**src/rtl/mu0_pkg.sv**
```systemverilog
// Shared constants and types for the MU0 datapath register bank.
`timescale 1ns/1ps
package mu0_pkg;
  localparam int MU0_WIDTH    = 12;
  localparam int MU0_RF_DEPTH = 8;

  typedef logic [MU0_WIDTH-1:0] mu0_word_t;
endpackage

```
**src/rtl/mu0_regn.sv**
```systemverilog
// Single MU0 register with load, increment and asynchronous clear.
// Load beats increment. WrapOut flags an increment of an all-ones value
// that will take effect on the coming edge.
`timescale 1ns/1ps
module mu0_regn
  import mu0_pkg::*;
#(
  parameter int WIDTH = MU0_WIDTH
) (
  input  logic             Clk,
  input  logic             Reset,
  input  logic             Ld,
  input  logic             Inc,
  input  logic [WIDTH-1:0] D,
  output logic [WIDTH-1:0] Q,
  output logic             WrapOut
);

  logic [WIDTH-1:0] q_d;
  logic [WIDTH-1:0] q_q;

  // Next value: load has priority over increment, otherwise hold.
  always_comb begin
    q_d = q_q;
    if (Ld) begin
      q_d = D;
    end else if (Inc) begin
      q_d = q_q + WIDTH'(1);
    end
  end

  // Storage with asynchronous clear.
  always_ff @(posedge Clk or posedge Reset) begin
    if (Reset) begin
      q_q <= '0;
    end else begin
      q_q <= q_d;
    end
  end

  assign Q       = q_q;
  assign WrapOut = Inc & ~Ld & (&q_q);

endmodule

```
**src/rtl/mu0_regfile.sv**
```systemverilog
// MU0 register bank: DEPTH x WIDTH registers, two combinational read ports,
// one write port, one increment port and a registered Wrap pulse.
// Optional macro MU0_REGFILE_BYPASS_EN forwards write data to a read port
// addressing the register being written in the same cycle.
`timescale 1ns/1ps
module mu0_regfile
  import mu0_pkg::*;
#(
  parameter  int WIDTH = MU0_WIDTH,
  parameter  int DEPTH = MU0_RF_DEPTH,
  localparam int AW    = $clog2(DEPTH)
) (
  input  logic             Clk,
  input  logic             Reset,
  input  logic             WEn,
  input  logic [AW-1:0]    WAddr,
  input  logic [WIDTH-1:0] WData,
  input  logic             IncEn,
  input  logic [AW-1:0]    IncAddr,
  input  logic [AW-1:0]    RAddrA,
  output logic [WIDTH-1:0] RDataA,
  input  logic [AW-1:0]    RAddrB,
  output logic [WIDTH-1:0] RDataB,
  output logic             Wrap
);

  logic [DEPTH-1:0] ld_vec;
  logic [DEPTH-1:0] inc_vec;
  logic [DEPTH-1:0] wrap_vec;
  logic [WIDTH-1:0] q_arr [DEPTH];
  logic             wrap_d;
  logic             wrap_q;

  // One-hot decode; an increment colliding with a write is dropped.
  always_comb begin
    ld_vec  = '0;
    inc_vec = '0;
    if (WEn) begin
      ld_vec[WAddr] = 1'b1;
    end
    if (IncEn && !(WEn && (WAddr == IncAddr))) begin
      inc_vec[IncAddr] = 1'b1;
    end
  end

  for (genvar i = 0; i < DEPTH; i++) begin : g_reg
    mu0_regn #(.WIDTH(WIDTH)) u_regn (
      .Clk     (Clk),
      .Reset   (Reset),
      .Ld      (ld_vec[i]),
      .Inc     (inc_vec[i]),
      .D       (WData),
      .Q       (q_arr[i]),
      .WrapOut (wrap_vec[i])
    );
  end

  // Read muxes, with optional same-cycle write forwarding.
  always_comb begin
    RDataA = q_arr[RAddrA];
    RDataB = q_arr[RAddrB];
`ifdef MU0_REGFILE_BYPASS_EN
    if (Reset) begin
      RDataA = '0;
      RDataB = '0;
    end else begin
      if (WEn && (RAddrA == WAddr)) RDataA = WData;
      if (WEn && (RAddrB == WAddr)) RDataB = WData;
    end
`endif
  end

  // At most one register increments per edge, so OR-reduce its wrap flag.
  always_comb begin
    wrap_d = |wrap_vec;
  end

  // Wrap pulse register, cleared asynchronously.
  always_ff @(posedge Clk or posedge Reset) begin
    if (Reset) begin
      wrap_q <= 1'b0;
    end else begin
      wrap_q <= wrap_d;
    end
  end

  assign Wrap = wrap_q;

endmodule

```
**config.mk**
```make
export PLATFORM = sky130hd
export DESIGN_NAME = mu0_regfile
export DESIGN_NICKNAME = d
export VERILOG_FILES = /design/src/rtl/mu0_pkg.sv /design/src/rtl/mu0_regn.sv /design/src/rtl/mu0_regfile.sv
export SDC_FILE = /design/constraint.sdc
export NUM_CORES = 1
export LEC_CHECK = 0
export ABC_AREA = 1
export CAP_MARGIN = 20
export CORE_AREA = 2 2 182 184
export DETAILED_ROUTE_END_ITERATION = 16
export DIE_AREA = 0 0 184 186
export GPL_TIMING_DRIVEN = 0
export PLACE_DENSITY = 0.45
export SLEW_MARGIN = 40
export SYNTH_ARGS = -nofsm -noshare
export SYNTH_HDL_FRONTEND = slang
export SYNTH_SLANG_ARGS = --single-unit
```
**constraint.sdc**
```tcl
create_clock -name Clk -period 4.05 [get_ports Clk]
set_clock_uncertainty 0.05 [all_clocks]
set_input_delay 0.6075 -clock Clk [delete_from_list [all_inputs] [get_ports Clk]]
set_output_delay 0.6075 -clock Clk [all_outputs]
set_load 0.03 [all_outputs]
```
# --- Yosys cells after proc, flatten, opt, wreduce, memory -nomap -nowiden ---
# Index checks and enable logic that the tools add are counted.
classes:
  n_addsub: 8
  magnitude_cmp: 6
  n_eq_ne: 1
  mux: 28
  bitwise: 26
  n_reduce_logical: 22
ops:
  columns: ["op", "count"]
  rows:
  - ["12-bit 2-to-1 mux", 20]
  - ["12-bit by 1-bit adder with 12-bit output, second input constant", 8]
  - ["12-bit AND reduction", 8]
  - ["12-bit binary-select mux with 3-bit select", 2]
  - ["1-bit AND", 16]
  - ["8-bit 2-to-1 mux", 2]
  - ["2-bit nonzero test", 8]
  - ["4-bit greater-or-equal comparator, second input constant", 2]
  - ["3-bit by 4-bit less-than comparator with 1-bit output, second input constant", 2]
  - ["1-bit inverter", 8]
  - ["3-bit inverter with 4-bit output", 2]
  - ["8-bit OR reduction", 1]
  - ["1-bit demux with 3-bit select", 2]
  - ["3-bit by 1-bit greater-or-equal comparator with 1-bit output, second input constant", 2]
  - ["1-bit logical AND", 4]
  - ["3-bit == test", 1]
  - ["1-bit 2-to-1 mux", 2]
  - ["1-bit zero test", 1]
totals:
  register_bits: 97
  out_inout_bits: 25
  word_cells: 100

# --- Depth between registers and ports, before layout ---
depth:
  depth_word: 9
  mapped_depth: 14
  ltp_nobuf: 11

# --- Hierarchy ---
# From an unflattened synthesis, not the netlist that was laid out.
unflattened:
  hier_cells: 1382
  area_unflattened_um2: 8700.8
modules_own_cells:
  columns: ["module", "n_inst", "cells_each", "area_per_inst_um2", "seq_area_each_um2"]
  rows:
  - ["mu0_regn", 8, 104, 798.3, 300.3]
  - ["mu0_regfile", 1, 550, 2314.7, 25.0]

# --- Worst setup path before layout ---
# Ideal clock, no wire load.
synth_timing:
  path_kind: "input -> output"
  startpoint: "input RAddrA[0]"
  endpoint: "output RDataA[8]"
  t_arrival_ns: 1.967
  t_required_ns: 3.392
  path_slack_ns: 1.426
  path_stages: 8
  cell_sequence: "buf_2 > clkinv_1 > clkbuf_1 > a21oi_1 > o21ai_0 > nand2_1 > nor2_1 > a31oi_1"
synth_between:
  elab_chain_len: 4
synth_lines:
  columns: ["element", "line_no", "text"]
  rows:
  - ["start, declared", "mu0_regfile.sv:20", "input logic [AW-1:0] RAddrA,"]
  - ["3-bit inverter with 4-bit output (implied by the code)", "mu0_regfile.sv:60", "RDataA = q_arr[RAddrA];"]
  - ["12-bit binary-select mux with 3-bit select", "mu0_regfile.sv:60", null]
  - ["12-bit 2-to-1 mux (implied by the code) (2 in a row)", "mu0_regfile.sv:60", null]
  - ["end, declared", "mu0_regfile.sv:21", "output logic [WIDTH-1:0] RDataA,"]
# Every way passes these cells. The select of a mux whose other input is x is not followed.

# --- Final worst setup path ---
layout_timing:
  startpoint: "input RAddrA[2]"
  endpoint: "output RDataA[1]"
# Same word-level chain as after synthesis.

==> impl_metrics.toml <==
[run_status]
status = "complete, no violations"

[yosys]
syn-num-nets = 1292
synth_commonest_cells = "nand2_1, o21ai_0, nand3_1"
yosysSeqAreaShare_pct = 30.3
avgSynthCellArea_um2 = 6.37
synth_seq_cells = 97
syn_area_mm2 = 0.00800
ys.flop_type = "dfrtp_1"
syn_inst = 1256
post_synth_num_cell_types = 36
synth_most_common_cell = "nand2_1"
yosysWarnings = 0
yosysTopAreaCellShare_pct = 30.3
synth_area_leaders = "dfrtp_1, nand2_1, o21ai_0"
synth_edf_count = 0
postSynth.asyncResetShare_pct = 100
yosysTopAreaCell = "dfrtp_1"

[critical_path]
cp-end-kind = "output port"
cp.required_ps = 3390
cpPeakStageDelay_ps = 770
cp_data_arrival_time_ps = 3180
cp-start-kind = "input pin"
crit_type = "input pin to output port"
path_max_fanout = 10
slowest_stage = "clkdlybuf4s50_1"
path_common_cell = "clkdlybuf4s50_1"
path_cells = "clkdlybuf4s50_1 -> clkinv_1 -> clkbuf_1 -> a31oi_1 -> clkdlybuf4s50_1"

[cts]
cts-resized-gates = 0
cts_buffer_depth = 2
tritoncts = "yes"
cts_setup_buffers = 0
cts_root_buffer = "clkbuf_16"
cts_sinks = 97
clk_pin_slew_ps = 70
clkLatencyLatePin_ps = 360
cts_hold_buffers = 0
numCtsBuffers = 9
htreeDepth = 3

[detailed_routing]
ant_nets = 0
drt-total-wl_um = 35200
via_count = 8901
drtIter0Drc = 835
viasPerCell = 5.19
drcViolationCount = 0
routedWlPerCell_um = 20.5
dr.pass1.iters = 5

[timing]
final_max_slew_viol_count = 0
rsz0062_at_grt = "false"
tightest_slew_ps = 866
finalCriticalPeriod_ps = 3840
slew_headroom_pct = 42.0
fmax_mhz = 260
finalCritPeriodShare_pct = 94.9
hold-worst-slack_ps = 439
finalSetupTns_ps = 0
setup_violations = 0
hold_viol_final = 0

[final_layout]
multi_input_area_mm2 = 0.00484
regArea_mm2 = 0.00243
fillerInstances = 3614
antenna_cells = 0
area_delta_synth_final_pct = 14.7
layout.cells.non_filler = 1715
fin_nets = 1338
drive_above_1_share_pct = 7.04

[global_routing]
antenna_found_initial = 0
grt_usage_pct = 20.8
grt_pass1_wl_um = 52300
grt_pass1_vias = 8158
grt_start_max_net_pins = 51
grt_overflow = 0

[power]
ir_drop_mv = 0.214
p_int_uw = 2190
switching_share_pct = 45.2
power_leakage_uw = 0.00388
power_density_mw_per_mm2 = 436
power_uw = 4000
power_frac_clock_pct = 21.4
combPwrFrac_pct = 37.3
p_sw_uw = 1810
p_seq_share_pct = 41.3

[floorplan]
die_w_um = 184
die_y_um = 186
initial_core_util_pct = 24.8
die-area_mm2 = 0.0342
ios = 53
fp.coreArea_mm2 = 0.0322
rows = 66

[worst_hold_path]
hold_path.class = "flop to flop"

[flow_run]
max-cap-violations = 0

[place]
dp_cells = 1699
place_congestion = 0.915
portBuffers = 34
dp_hpwl_um = 26200
[metrics by stage]
| step | setup slack (ps) | area (um^2) | util, % |
|---|---|---|---|
| floorplan | 859 | 8000 | - |
| global placement | -1210 | 8850 | 27.5 |
| detailed placement | 349 | 8900 | 27.6 |
| CTS | 327 | 9180 | 28.5 |
| global route | 191 | 9180 | 28.5 |
| finish | 208 | 9180 | 28.5 |
[per-layer routing]
layer	up-vias	global-route usage, %	share of wire [%]
li1	4234	-	-
met1	4272	29.7	47
met2	348	32.7	44
met3	47	2.90	6.5
met4	0	5.63	2.5
met5	-	0	0
[critical path, delay by kind of cell]
family / cells / cell delay (ps)
AOI/OAI and AO/OA: 1 / 410
buffers and inverters: 4 / 2150
[final cells by class]
| cell class | instances | area share (%) |
|---|---|---|
| multi-input cells | 984 | 52.7 |
| clock buffers | 12 | 2.69 |
| clock inverters | 4 | 0.314 |
| well taps | 408 | 5.56 |
| inverters | 110 | 4.64 |
| plain buffers | 65 | 3.60 |
| repair buffers | 35 | 4.01 |
| flip-flops and latches | 97 | 26.4 |
[kinds of logic after synthesis]
logic type,count (synthesis),share of synthesized area [%]
buffers and inverters,175,9.18
adders and majority gates,8,1.25
DFF,97,30.3
AOI/OAI and AO/OA,278,18.3
xor gates and xnor gates,56,6.13
and+or+nand+nor,642,34.8
[path summary, 6_finish.rpt]
check / start / end / slack (ps) / depth (start not counted)
max: RAddrA[2] / RDataA[1] / 210 / 5
min: g_reg[2].u_regn.Q[7] / g_reg[2].u_regn.Q[7] / 440 / 2
max reg2reg: g_reg[0].u_regn.Q[0] / Wrap / 1980 / 9
min reg2reg: g_reg[2].u_regn.Q[7] / g_reg[2].u_regn.Q[7] / 440 / 2
max in group asynchronous: Reset / g_reg[3].u_regn.Q[7] / 2750 / 3
min in group asynchronous: Reset / g_reg[5].u_regn.Q[6] / 590 / 2
[flip-flops by register name, indices dropped and copies added, names as in the netlist]
register and cells:
g.u_regn.Q 96, Wrap 1
[power groups by stage]
stage                     combinational (uW)  clock (uW)  sequential (uW)
after detailed placement                1470           0             1650
after global routing                    1660         920             1690
after global placement                  1450           0             1650
after CTS                               1480         884             1640
final                                   1490         858             1650
after floorplan                         1020           0             1500
[placed cells by master (no fill, tap or decap), drive strengths merged, types with 6 or more instances in the layout]
| cell type | synthesis | final |
|---|---|---|
| nand2 | 364 | 364 |
| o21ai | 150 | 150 |
| nand3 | 135 | 135 |
| inv | 106 | 106 |
| dfrtp | 97 | 97 |
| nor2 | 94 | 94 |
| a21oi | 86 | 86 |
| clkbuf | 31 | 44 |
| xor2 | 40 | 40 |
| clkdlybuf4s50 | 0 | 34 |
| buf | 34 | 34 |
| a31oi | 26 | 26 |
| nor3 | 23 | 23 |
| xnor2 | 16 | 16 |
| nand4 | 14 | 14 |
| o211ai | 12 | 12 |
| or2 | 9 | 9 |
| ha | 8 | 8 |
| clkinv | 4 | 6 |
Power figures use the tool's default switching activity.
